===== config.mk =====
export PLATFORM = sky130hd
export DESIGN_NAME = sad_accum_pipe_flat
export DESIGN_NICKNAME = d
export VERILOG_FILES = /design/src/rtl/sad_pkg.sv /design/src/rtl/sad_accum_pipe_if.sv /design/src/rtl/sad_csa_tree.sv /design/src/rtl/sad_accum_pipe.sv /design/src/flat_wrapper.sv
export SDC_FILE = /design/constraint.sdc
export NUM_CORES = 1
export LEC_CHECK = 0
export BUFFER_PORTS_ARGS = -buffer_cell sky130_fd_sc_hd__buf_2
export CAP_MARGIN = 20
export CORE_MARGIN = 2
export CORE_UTILIZATION = 45
export CTS_CLUSTER_SIZE = 12
export DETAILED_ROUTE_END_ITERATION = 12
export PLACE_DENSITY = 0.73
export SYNTH_ARGS = -nofsm -noshare
export SYNTH_HDL_FRONTEND = slang
export SYNTH_HIERARCHICAL = 1
export SYNTH_SLANG_ARGS = --single-unit

===== constraint.sdc =====
create_clock -name clk -period 2.65 [get_ports clk]
set_input_delay 0.53 -clock clk [delete_from_list [all_inputs] [get_ports clk]]
set_output_delay 0.53 -clock clk [all_outputs]
set_load 0.02 [all_outputs]

===== src/rtl/sad_pkg.sv =====
// Shared helpers for the SAD accumulator: width derivations, defaults and
// pixel packing.
package sad_pkg;

    localparam int NPIX_DEF      = 8;
    localparam int PIX_W_DEF     = 8;
    localparam int MAX_BEATS_DEF = 16;

    // Ceiling log2; clog2(1) = 0.
    function automatic int clog2(input int n);
        int r;
        r = 0;
        while ((1 << r) < n) r++;
        return r;
    endfunction

    // Block SAD width: one pixel difference grown by the number of terms.
    function automatic int sad_width(input int npix, input int pix_w, input int max_beats);
        return pix_w + clog2(npix * max_beats);
    endfunction

    // Width of the compressor tree sum/carry outputs for one beat.
    function automatic int tree_width(input int npix, input int pix_w);
        return pix_w + clog2(npix);
    endfunction

    localparam int TREE_W_DEF = tree_width(NPIX_DEF, PIX_W_DEF);

    // Bit offset of pixel k inside a packed beat.
    function automatic int pix_lsb(input int k, input int pix_w);
        return k * pix_w;
    endfunction

endpackage


===== src/rtl/sad_accum_pipe_if.sv =====
// Beat-in / result-out handshake bundle of the SAD accumulator.
interface sad_accum_pipe_if
    import sad_pkg::*;
#(
    parameter int NPIX      = NPIX_DEF,
    parameter int PIX_W     = PIX_W_DEF,
    parameter int MAX_BEATS = MAX_BEATS_DEF
) ();

    localparam int SAD_W = sad_width(NPIX, PIX_W, MAX_BEATS);

    logic                    in_valid;
    logic                    in_ready;
    logic [NPIX*PIX_W-1:0]   in_cur;
    logic [NPIX*PIX_W-1:0]   in_ref;
    logic                    in_last;
    logic                    sad_valid;
    logic                    sad_ready;
    logic [SAD_W-1:0]        sad_out;
    logic                    sad_ovf;

    // Pixel fetch / cost comparator side.
    modport master (
        output in_valid, in_cur, in_ref, in_last, sad_ready,
        input  in_ready, sad_valid, sad_out, sad_ovf
    );

    // The accumulator itself.
    modport slave (
        input  in_valid, in_cur, in_ref, in_last, sad_ready,
        output in_ready, sad_valid, sad_out, sad_ovf
    );

endinterface


===== src/rtl/sad_csa_tree.sv =====
// Combinational compressor tree: NPIX unsigned PIX_W-bit values reduced to a
// sum/carry pair using 4:2 cells where four operands remain, 3:2 otherwise.
// Carries are stored already shifted into the next column.
module sad_csa_tree
    import sad_pkg::*;
#(
    parameter int NPIX  = NPIX_DEF,
    parameter int PIX_W = PIX_W_DEF,
    localparam int TW   = tree_width(NPIX, PIX_W)
) (
    input  logic [NPIX*PIX_W-1:0] d,
    output logic [TW-1:0]         sum,
    output logic [TW-1:0]         carry
);

    localparam int IW = clog2(NPIX);

    typedef struct packed {
        logic [TW-1:0] s;
        logic [TW-1:0] c;
    } cs_t;

    // 3:2 cell: per-column full adders, carry moved up one column.
    function automatic cs_t csa32(input logic [TW-1:0] a, input logic [TW-1:0] b,
                                  input logic [TW-1:0] c);
        cs_t           r;
        logic [TW-1:0] maj;
        maj = (a & b) | (a & c) | (b & c);
        r.s = a ^ b ^ c;
        r.c = {maj[TW-2:0], 1'b0};
        return r;
    endfunction

    // 4:2 cell: two chained 3:2 cells.
    function automatic cs_t csa42(input logic [TW-1:0] a, input logic [TW-1:0] b,
                                  input logic [TW-1:0] c, input logic [TW-1:0] e);
        cs_t t;
        t = csa32(a, b, c);
        return csa32(t.s, t.c, e);
    endfunction

    logic [TW-1:0] ops [NPIX];
    logic [TW-1:0] nxt [NPIX];
    cs_t           p;
    int            n;
    int            m;
    int            i;

    // Repeated levels of compression until only two operands remain.
    always_comb begin
        p = '0;
        for (int k = 0; k < NPIX; k++) begin
            ops[IW'(k)] = TW'(d[pix_lsb(k, PIX_W) +: PIX_W]);
            nxt[IW'(k)] = '0;
        end
        n = NPIX;
        m = 0;
        i = 0;
        for (int lvl = 0; lvl < NPIX; lvl++) begin
            if (n > 2) begin
                m = 0;
                i = 0;
                for (int g = 0; g < NPIX; g++) begin
                    if (i + 4 <= n) begin
                        p = csa42(ops[IW'(i)], ops[IW'(i + 1)], ops[IW'(i + 2)], ops[IW'(i + 3)]);
                        nxt[IW'(m)]     = p.s;
                        nxt[IW'(m + 1)] = p.c;
                        m = m + 2;
                        i = i + 4;
                    end else if (i + 3 <= n) begin
                        p = csa32(ops[IW'(i)], ops[IW'(i + 1)], ops[IW'(i + 2)]);
                        nxt[IW'(m)]     = p.s;
                        nxt[IW'(m + 1)] = p.c;
                        m = m + 2;
                        i = i + 3;
                    end else if (i < n) begin
                        nxt[IW'(m)] = ops[IW'(i)];
                        m = m + 1;
                        i = i + 1;
                    end
                end
                for (int k = 0; k < NPIX; k++) begin
                    ops[IW'(k)] = (k < m) ? nxt[IW'(k)] : '0;
                end
                n = m;
            end
        end
        sum   = ops[0];
        carry = ops[1];
    end

endmodule


===== src/rtl/sad_accum_pipe.sv =====
// Pipelined sum-of-absolute-differences engine. Beats of NPIX pixel pairs flow
// through absdiff, compressor tree and carry-propagate stages, then are
// accumulated over a block closed by in_last. One global advance enable
// freezes every stage while a finished result waits for the consumer.
module sad_accum_pipe
    import sad_pkg::*;
#(
    parameter int NPIX      = NPIX_DEF,
    parameter int PIX_W     = PIX_W_DEF,
    parameter int MAX_BEATS = MAX_BEATS_DEF
) (
    input logic           clk,
    input logic           rst_n,
    sad_accum_pipe_if.slave bus
);

    localparam int SAD_W = sad_width(NPIX, PIX_W, MAX_BEATS);
    localparam int TW    = tree_width(NPIX, PIX_W);
    localparam int BC_W  = clog2(MAX_BEATS + 2);
    localparam logic [BC_W-1:0] BC_MAX = BC_W'(MAX_BEATS);
    localparam logic [BC_W-1:0] BC_SAT = BC_W'(MAX_BEATS + 1);

    // Unsigned |a - b| formed on PIX_W+1 bits, returned on PIX_W bits.
    function automatic logic [PIX_W-1:0] abs_diff(input logic [PIX_W-1:0] a,
                                                  input logic [PIX_W-1:0] b);
        logic [PIX_W:0] ax;
        logic [PIX_W:0] bx;
        logic [PIX_W:0] dx;
        ax = {1'b0, a};
        bx = {1'b0, b};
        dx = (ax >= bx) ? (ax - bx) : (bx - ax);
        return dx[PIX_W-1:0];
    endfunction

    logic                  adv;
    logic [NPIX*PIX_W-1:0] absd;

    logic                  s1_valid, s1_last;
    logic [NPIX*PIX_W-1:0] s1_d;
    logic [TW-1:0]         tree_s, tree_c;
    logic                  s2_valid, s2_last;
    logic [TW-1:0]         s2_s, s2_c;
    logic                  s3_valid, s3_last;
    logic [TW-1:0]         s3_sum;

    logic [SAD_W-1:0]      acc;
    logic [BC_W-1:0]       bcnt;
    logic                  first;
    logic                  ovf_sticky;

    logic [SAD_W-1:0]      beat_ext;
    logic [BC_W-1:0]       cnt_next;
    logic                  ovf_now;
    logic [SAD_W-1:0]      acc_next;
    logic                  acc_step;
    logic                  load_res;

    logic                  sad_valid_q;
    logic [SAD_W-1:0]      sad_out_q;
    logic                  sad_ovf_q;

    // Whole pipe freezes only while a result sits unconsumed.
    assign adv           = !(sad_valid_q && !bus.sad_ready);
    assign bus.in_ready  = adv;
    assign bus.sad_valid = sad_valid_q;
    assign bus.sad_out   = sad_out_q;
    assign bus.sad_ovf   = sad_ovf_q;

    // Per-pixel absolute difference of the presented beat.
    // NOTE: outputs get a value on every path through the block, so no latch is inferred.
    always_comb begin
        absd = '0;
        for (int k = 0; k < NPIX; k++) begin
            absd[pix_lsb(k, PIX_W) +: PIX_W] =
                abs_diff(bus.in_cur[pix_lsb(k, PIX_W) +: PIX_W],
                         bus.in_ref[pix_lsb(k, PIX_W) +: PIX_W]);
        end
    end

    // S1: capture absolute differences of an accepted beat.
    // NOTE: non-blocking assignments so each stage samples its pre-edge inputs.
    always_ff @(posedge clk or negedge rst_n) begin
        if (!rst_n) begin
            s1_valid <= 1'b0;
            s1_last  <= 1'b0;
            s1_d     <= '0;
        end else if (adv) begin
            s1_valid <= bus.in_valid;
            if (bus.in_valid) begin
                s1_last <= bus.in_last;
                s1_d    <= absd;
            end
        end
    end

    sad_csa_tree #(
        .NPIX  (NPIX),
        .PIX_W (PIX_W)
    ) u_tree (
        .d     (s1_d),
        .sum   (tree_s),
        .carry (tree_c)
    );

    // S2: capture the redundant sum/carry pair from the tree.
    always_ff @(posedge clk or negedge rst_n) begin
        if (!rst_n) begin
            s2_valid <= 1'b0;
            s2_last  <= 1'b0;
            s2_s     <= '0;
            s2_c     <= '0;
        end else if (adv) begin
            s2_valid <= s1_valid;
            if (s1_valid) begin
                s2_last <= s1_last;
                s2_s    <= tree_s;
                s2_c    <= tree_c;
            end
        end
    end

    // S3: resolve the pair into a binary beat sum before accumulation.
    always_ff @(posedge clk or negedge rst_n) begin
        if (!rst_n) begin
            s3_valid <= 1'b0;
            s3_last  <= 1'b0;
            s3_sum   <= '0;
        end else if (adv) begin
            s3_valid <= s2_valid;
            if (s2_valid) begin
                s3_last <= s2_last;
                s3_sum  <= s2_s + s2_c;
            end
        end
    end

    // Next accumulator value: load on a block's first beat, saturate once the
    // block runs past MAX_BEATS beats.
    always_comb begin
        beat_ext = SAD_W'(s3_sum);
        cnt_next = (bcnt == BC_SAT) ? BC_SAT : (bcnt + BC_W'(1));
        ovf_now  = ovf_sticky || (cnt_next > BC_MAX);
        acc_next = first ? beat_ext : (acc + beat_ext);
        if (ovf_now) begin
            acc_next = '1;
        end
        acc_step = adv && s3_valid;
        load_res = acc_step && s3_last;
    end

    // Block accumulator, beat counter and block-start flag.
    always_ff @(posedge clk or negedge rst_n) begin
        if (!rst_n) begin
            acc        <= '0;
            bcnt       <= '0;
            first      <= 1'b1;
            ovf_sticky <= 1'b0;
        end else if (acc_step) begin
            acc <= acc_next;
            if (s3_last) begin
                bcnt       <= '0;
                first      <= 1'b1;
                ovf_sticky <= 1'b0;
            end else begin
                bcnt       <= cnt_next;
                first      <= 1'b0;
                ovf_sticky <= ovf_now;
            end
        end
    end

    // Result register: loads a finished block, otherwise empties on handshake.
    always_ff @(posedge clk or negedge rst_n) begin
        if (!rst_n) begin
            sad_valid_q <= 1'b0;
            sad_out_q   <= '0;
            sad_ovf_q   <= 1'b0;
        end else if (load_res) begin
            sad_valid_q <= 1'b1;
            sad_out_q   <= acc_next;
            sad_ovf_q   <= ovf_now;
        end else if (bus.sad_ready) begin
            sad_valid_q <= 1'b0;
        end
    end

endmodule


===== src/flat_wrapper.sv =====
// flat-port wrapper written by rule: the top's interface ports become plain ports
module sad_accum_pipe_flat import sad_pkg::*;
#(
    parameter int NPIX      = NPIX_DEF,
    parameter int PIX_W     = PIX_W_DEF,
    parameter int MAX_BEATS = MAX_BEATS_DEF
)
  (clk, rst_n, bus_in_valid, bus_in_cur, bus_in_ref, bus_in_last, bus_sad_ready, bus_in_ready, bus_sad_valid, bus_sad_out, bus_sad_ovf);
  sad_accum_pipe_if #(.NPIX(NPIX), .PIX_W(PIX_W), .MAX_BEATS(MAX_BEATS)) bus_i ();
  input logic clk;
  input logic rst_n;
  input wire logic [$bits(bus_i.in_valid)-1:0] bus_in_valid;
  input wire logic [$bits(bus_i.in_cur)-1:0] bus_in_cur;
  input wire logic [$bits(bus_i.in_ref)-1:0] bus_in_ref;
  input wire logic [$bits(bus_i.in_last)-1:0] bus_in_last;
  input wire logic [$bits(bus_i.sad_ready)-1:0] bus_sad_ready;
  output wire logic [$bits(bus_i.in_ready)-1:0] bus_in_ready;
  output wire logic [$bits(bus_i.sad_valid)-1:0] bus_sad_valid;
  output wire logic [$bits(bus_i.sad_out)-1:0] bus_sad_out;
  output wire logic [$bits(bus_i.sad_ovf)-1:0] bus_sad_ovf;
  assign bus_i.in_valid = bus_in_valid;
  assign bus_i.in_cur = bus_in_cur;
  assign bus_i.in_ref = bus_in_ref;
  assign bus_i.in_last = bus_in_last;
  assign bus_i.sad_ready = bus_sad_ready;
  assign bus_in_ready = bus_i.in_ready;
  assign bus_sad_valid = bus_i.sad_valid;
  assign bus_sad_out = bus_i.sad_out;
  assign bus_sad_ovf = bus_i.sad_ovf;
  sad_accum_pipe #(.NPIX(NPIX), .PIX_W(PIX_W), .MAX_BEATS(MAX_BEATS)) u_core (.clk(clk), .rst_n(rst_n), .bus(bus_i));
endmodule

# Word level (Yosys, flattened, before mapping)
# Cells that the tools add are included.
# totals
in_bits	133
elab_cells	35
out_inout_bits	18
ff_bits	45
# classes
magnitude_cmp	1
eq_ne	1
mux	8
reduce_logical	10
add_sub_neg	1
n_bitwise	1
# op_table
cell	n
15-bit 2-to-1 mux	2
5-bit 2-to-1 mux	2
2-bit AND reduction	3
5-bit by 1-bit adder with 5-bit output (second input constant)	1
5-bit == test (second input constant)	1
5-bit > comparator (second input constant)	1
1-bit 2-to-1 mux	4
1-bit logical AND	3
1-bit zero test	2
2-bit nonzero test	1
1-bit logical OR	1
1-bit inverter	1

# Longest topological paths before layout
# Gate-level depths: netlist of run 1.
# depth
depth_word	6
ltp_mapped	9
depth_no_buf	9

# Cells and area by module
# The synthesis of run 1 kept the hierarchy.
# by_module_without_submodules
mod	cells_each	area_per_inst_um2	instances	seq_area_each_um2
sad_accum_pipe	1401	12090.3	1	3554.7
sad_csa_tree	23	168.9	1	0.0

# Least setup slack after synthesis of run 1
# Ideal clock, no wire load.
# synth_path
kind	input-to-reg
startpoint	input bus_in_cur[56]
endpoint	register u_core/s1_d[61] (netlist name)
required_ns	2.579
t_arrival_ns	2.448
setup_ns	0.071
cell_stages	8
setup_slack_ns	0.131
n_path_buf	0
path_cell_list	inv_1 -> ha_1 -> fa_1 -> o21bai_4 -> a221oi_4 -> a311o_2 -> or4_1 -> nand4_1
# synth_rtl
element	line_no	rtl
start: declaration	flat_wrapper.sv:13	input wire logic [$bits(bus_i.in_cur)-1:0] bus_in_cur;

==> results of run 1 <==
final timing paths:
path / startpoint / endpoint / slack [ps] / cells after the start
min: rst_n / u_core/bus.sad_out[1] / 340 / 1
min in group clk: bus_in_last / u_core/s1_last / 390 / 3
max: u_core/s3_sum[0] / u_core/bus.sad_out[12] / 170 / 9
max reg2reg: u_core/s3_sum[0] / u_core/bus.sad_out[12] / 170 / 9
max in group asynchronous: rst_n / u_core/s3_sum[10] / 1700 / 1
min reg2reg: u_core/bus.sad_out[1] / u_core/bus.sad_out[1] / 480 / 2
cell type report:
cell class	count	area share, %
multi-input combinational	326	47.6
clock buffer	15	3.30
sequential	78	41.2
clock inverter	1	0.106
inverter	12	0.950
timing repair buffer	28	3.32
tap	133	3.51
metal layers:
metal | vias to the layer above | share of wire, % | GRT usage, %
li1 | 1552 | - | -
met4 | 0 | 1.3 | 5.57
met2 | 65 | 48 | 27.5
met1 | 1482 | 46 | 21.4
met5 | - | 0 | 0
met3 | 11 | 4.4 | 2.62
through the flow:
step                      worst slack [ps]  instance area [um^2]  total power [mW]
after global placement                 190                  4570              5.81
final                                  167                  4740              6.77
after global routing                  34.4                  4740              7.45
after CTS                             83.9                  4730              6.77
after detailed placement               109                  4570              5.98
after floorplan                        429                  4510              5.14
registers in the layout, indices dropped and copies added, names as in the netlist, 5 cells and up:
name                flops
u_core/acc             15
u_core/bcnt             5
u_core/s2_c            11
u_core/s2_s            11
u_core/bus.sad_out     15
u_core/s3_sum          11
worst register-to-register path: stages, from the launching register on:
cell and delay [ps]:
dfrtp_1 410, ha_1 190, inv_1 60, fa_1 400
nand2b_1 190, a21o_1 220, a2111oi_4 420, nor3_1 170
nand2_1 80, nor4bb_1 260
report_power, final:
group	switching, mW	internal [mW]	total (mW)
clock network	0.402	0.367	0.770
logic	2.13	1.69	3.81
registers	0.440	1.74	2.18
total	2.97	3.80	6.77
cells in the final DEF, fill, tap and decap left out, drive strengths merged, types with 7 or more instances in the layout:
cell    count
nand3       8
mux2       38
clkbuf     15
buf        28
a21oi      24
o211ai      7
nor3       11
o21ai      36
xor2        7
inv        12
a21o        8
nand2      46
ha         23
xnor2      10
nor2       20
conb       22
dfrtp      77
==> flow_summary.toml, run 1 <==
[run_status]
status = "finished, final reports clean"

[detailed_routing]
via_per_inst = 5.24
wl_um = 7960
post_drt_wl_per_cell_um = 13.4
drtPass1Iterations = 4
drc = 0
dr_total_vias = 3110
drtIter0Drc = 120
ant_nets = 0

[layout]
fin_nets = 613
multiInputGateArea_um2 = 2260
area_delta_synth_final_pct = 7.09
diodes = 0
fin_util_pct = 49.0
fin_cells = 593
drive_gt1_share_pct = 17.4
fill_cells = 872
regArea_um2 = 1950

[sta]
whs_ps = 343
tightest_slew_ps = 956
setup-tns-final_ps = 0
slew_violations = 0
grt_setup_unrepaired = "no"
finClkSkew_ps = 8.90
finalHoldViolCount = 0
setup_viol = 0
fmax_ghz = 0.403
slew_headroom_pct = 36.3
fin_crit_sh_pct = 93.7
period_minus_slack_ps = 2480

[floorplanning]
die_h_um = 103
die_area_um2 = 10700
rows = 36
start_util_pct = 45.7
dieWidth_um = 103
coreArea_um2 = 9680
ioPinCount = 151

[place]
dp.cells = 577
portBuffers = 22
gp_congestion = 0.810
place_hpwl_um = 5660

[cts]
clock_latency_ps = 340
cts_resized = 0
cts_sinks = 78
cts_tree = "built"
cts_inserted_buffers = 9
postCtsSetupRepairBufs = 0
clk_pin_slew_ps = 80
htreeDepth = 3
clockRootBuffer = "clkbuf_8"
hold_buffers = 0
cts_buffer_depth = 2

[setup_path]
worstSetupPathType = "flip-flop to flip-flop"
critPathLaunchType = "flip-flop"
cpMaxStageDelayCell = "dfrtp_1"
arrival_ps = 2730
worstPathMaxFanout = 4
crit_chain = "ha_1, inv_1, fa_1, nand2b_1, a21o_1, a2111oi_4, nor3_1, nand2_1, nor4bb_1"
cp-end-kind = "flip-flop"
path_delay_family = "simple AND/OR/NAND/NOR gates"
critPathBufInv = 1
cp_slowest_stage_delay_ps = 410
cp.required_ps = 2890

[power]
power.density_nw_per_um2 = 1430
ir_drop_mv = 0.453
p_leak_nw = 2.08

[synthesis]
syn-cell-area_um2 = 4430
avgSynthCellArea_um2 = 10.0
yosys_warnings = 6
synth_cells = 442

[global_route]
grt_pass1_vias = 3027
gr-total-overflow = 0
track_usage_pct = 16.3
antenna_found_initial = 0
grt_pass1_wl_um = 13700
grt_max_degree = 79

[worst_hold_path]
hold_path.class = "input pin to asynchronous set/reset pin"

[run]
cap_viol_max_count = 0
No activity file was read; power rests on OpenSTA's default activity.
==> inputs of run 2 (changes only) <==
- CTS_BUF_LIST: not set -> sky130_fd_sc_hd__clkbuf_8
==> flow_summary.toml, run 2 (synthesis results as in run 1) <==
[detailed_routing]
wl_um = 7980
post_drt_wl_per_cell_um = 13.5
drtPass1Iterations = 4
dr_total_vias = 3099
drc = 0
drtIter0Drc = 120
via_per_inst = 5.23
ant_nets = 0

[power]
power_frac_comb_pct = 56.5
p_int_mw = 3.78
p_leak_nw = 2.10
power.density_nw_per_um2 = 1420
p_seq_share_pct = 32.4
switching_share_pct = 44.1
p_switching_mw = 2.98
clkPwrFrac_pct = 11.1
power.total_mw = 6.76
ir_drop_mv = 0.453

[layout]
diodes = 0
layout_commonest_cell = "dfrtp_1"
fin_cells = 593
fin_nets = 613
fin_area_um2 = 4740
final_cell_mix = "dfrtp_1 (77), nand2_1 (46), mux2_2 (38)"
area_delta_synth_final_pct = 7.09
drive_gt1_share_pct = 17.4
fin_util_pct = 49.0

[sta]
tightest_slew_ps = 956
fin_crit_sh_pct = 93.6
worst_slack_ps = 169
finalHoldViolCount = 0
setup_viol = 0
setup-tns-final_ps = 0
finClkSkew_ps = 7.39
grt_setup_unrepaired = "no"
fmax_ghz = 0.403
slew_violations = 0
period_minus_slack_ps = 2480
slew_headroom_pct = 36.3
whs_ps = 341

[global_route]
antenna_found_initial = 0
use_met1_pct = 21.4
busiest_layer = "met2"
track_usage_pct = 16.3
gr-usage-met2_pct = 27.5
global_route.usage.met3_pct = 2.62
grt_max_degree = 79
grt_pass1_vias = 3027
gr-total-overflow = 0
grt_pass1_wl_um = 13700

[floorplanning]
ioPinCount = 151
die_area_um2 = 10700
coreArea_um2 = 9680
dieWidth_um = 103
start_util_pct = 45.7
rows = 36
die_h_um = 103

[place]
portBuffers = 22
place_hpwl_um = 5660
gp_congestion = 0.810
dp.cells = 577
placed_area_um2 = 4570
dp_slack_ps = 109

[cts]
clk_pin_slew_ps = 80
postCtsSetupRepairBufs = 0
cts_tree = "built"
cts_buffer_depth = 2
htreeDepth = 3
cts_inserted_buffers = 9
clockRootBuffer = "clkbuf_8"
cts_sinks = 78
clock_latency_ps = 340

[run_status]
status = "finished, final reports clean"

[setup_path]
reg2reg_slack_ps = 170
cp-end-kind = "flip-flop"
worstSetupPathType = "flip-flop to flip-flop"
reg2reg_depth = 9
reg2reg_from = "u_core/s3_sum[0]"
worstPathMaxFanout = 4
arrival_ps = 2720
cp.required_ps = 2890
endpoint = "u_core/bus.sad_out[12]"
critPathLaunchType = "flip-flop"
timing.rr.end = "u_core/bus.sad_out[12]"
critPathLaunch = "u_core/s3_sum[0]"

[worst_hold_path]
hold_path.class = "input pin to asynchronous set/reset pin"

[run]
cap_viol_max_count = 0
-- run 2: cell types whose count changed in the layout (fill, tap and decap cells not counted) --
| cell | change |
|---|---|
| clkbuf_1 | -5 |
| inv_1 | +5 |
-- run 2: how the worst min path moves through the flow --
stage / from / end / slack [ps] / cells after the start
2_1_floorplan: rst_n / u_core/acc[0] / 230 / 0
3_3_place_gp: u_core/bus.sad_ovf / u_core/bus.sad_ovf / 460 / 1
3_5_place_dp: u_core/bus.sad_out[2] / u_core/bus.sad_out[2] / 470 / 2
4_1_cts: bus_in_last / u_core/s1_last / 370 / 3
5_1_grt: bus_in_last / u_core/s1_last / 370 / 3
6_report: rst_n / u_core/bus.sad_out[1] / 340 / 1
-- run 2: timing repair --
item / 4_1_cts / 5_1_grt
hold buffers: 0 / 0
resized for setup: 0 / 2
setup endpoints to repair: 0 / 5
-- run 2: cell type report --
cell class	instances	area [um^2]
fillers	872	4940
multi-input cells	326	2260
flip-flops and latches	78	1950
well taps	133	166
repair buffers	28	158
clock buffers	10	138
inverters	12	45.0
clock inverters	6	23.8
-- run 2: per-layer routing --
metal | vias to the layer above | wire length (um)
li1 | 1555 | -
met1 | 1485 | 3800
met2 | 48 | 3830
met3 | 11 | 246
met4 | 0 | 103
met5 | - | 0
-- run 2: critical path: stages, from the launching register on --
cell       delay (ps)
dfrtp_1           410
ha_1              190
inv_1              60
fa_1              400
nand2b_1          190
a21o_1            220
a2111oi_4         410
nor3_1            160
nand2_1            80
nor4bb_1          260
-- run 2: power groups by stage --
stage,Sequential (mW),Combinational (mW),Clock [mW]
after floorplan,2.18,2.95,0
after global routing,2.28,4.32,0.834
after global placement,2.18,3.63,0
after detailed placement,2.21,3.77,0
after CTS,2.19,3.78,0.778
final,2.19,3.82,0.751
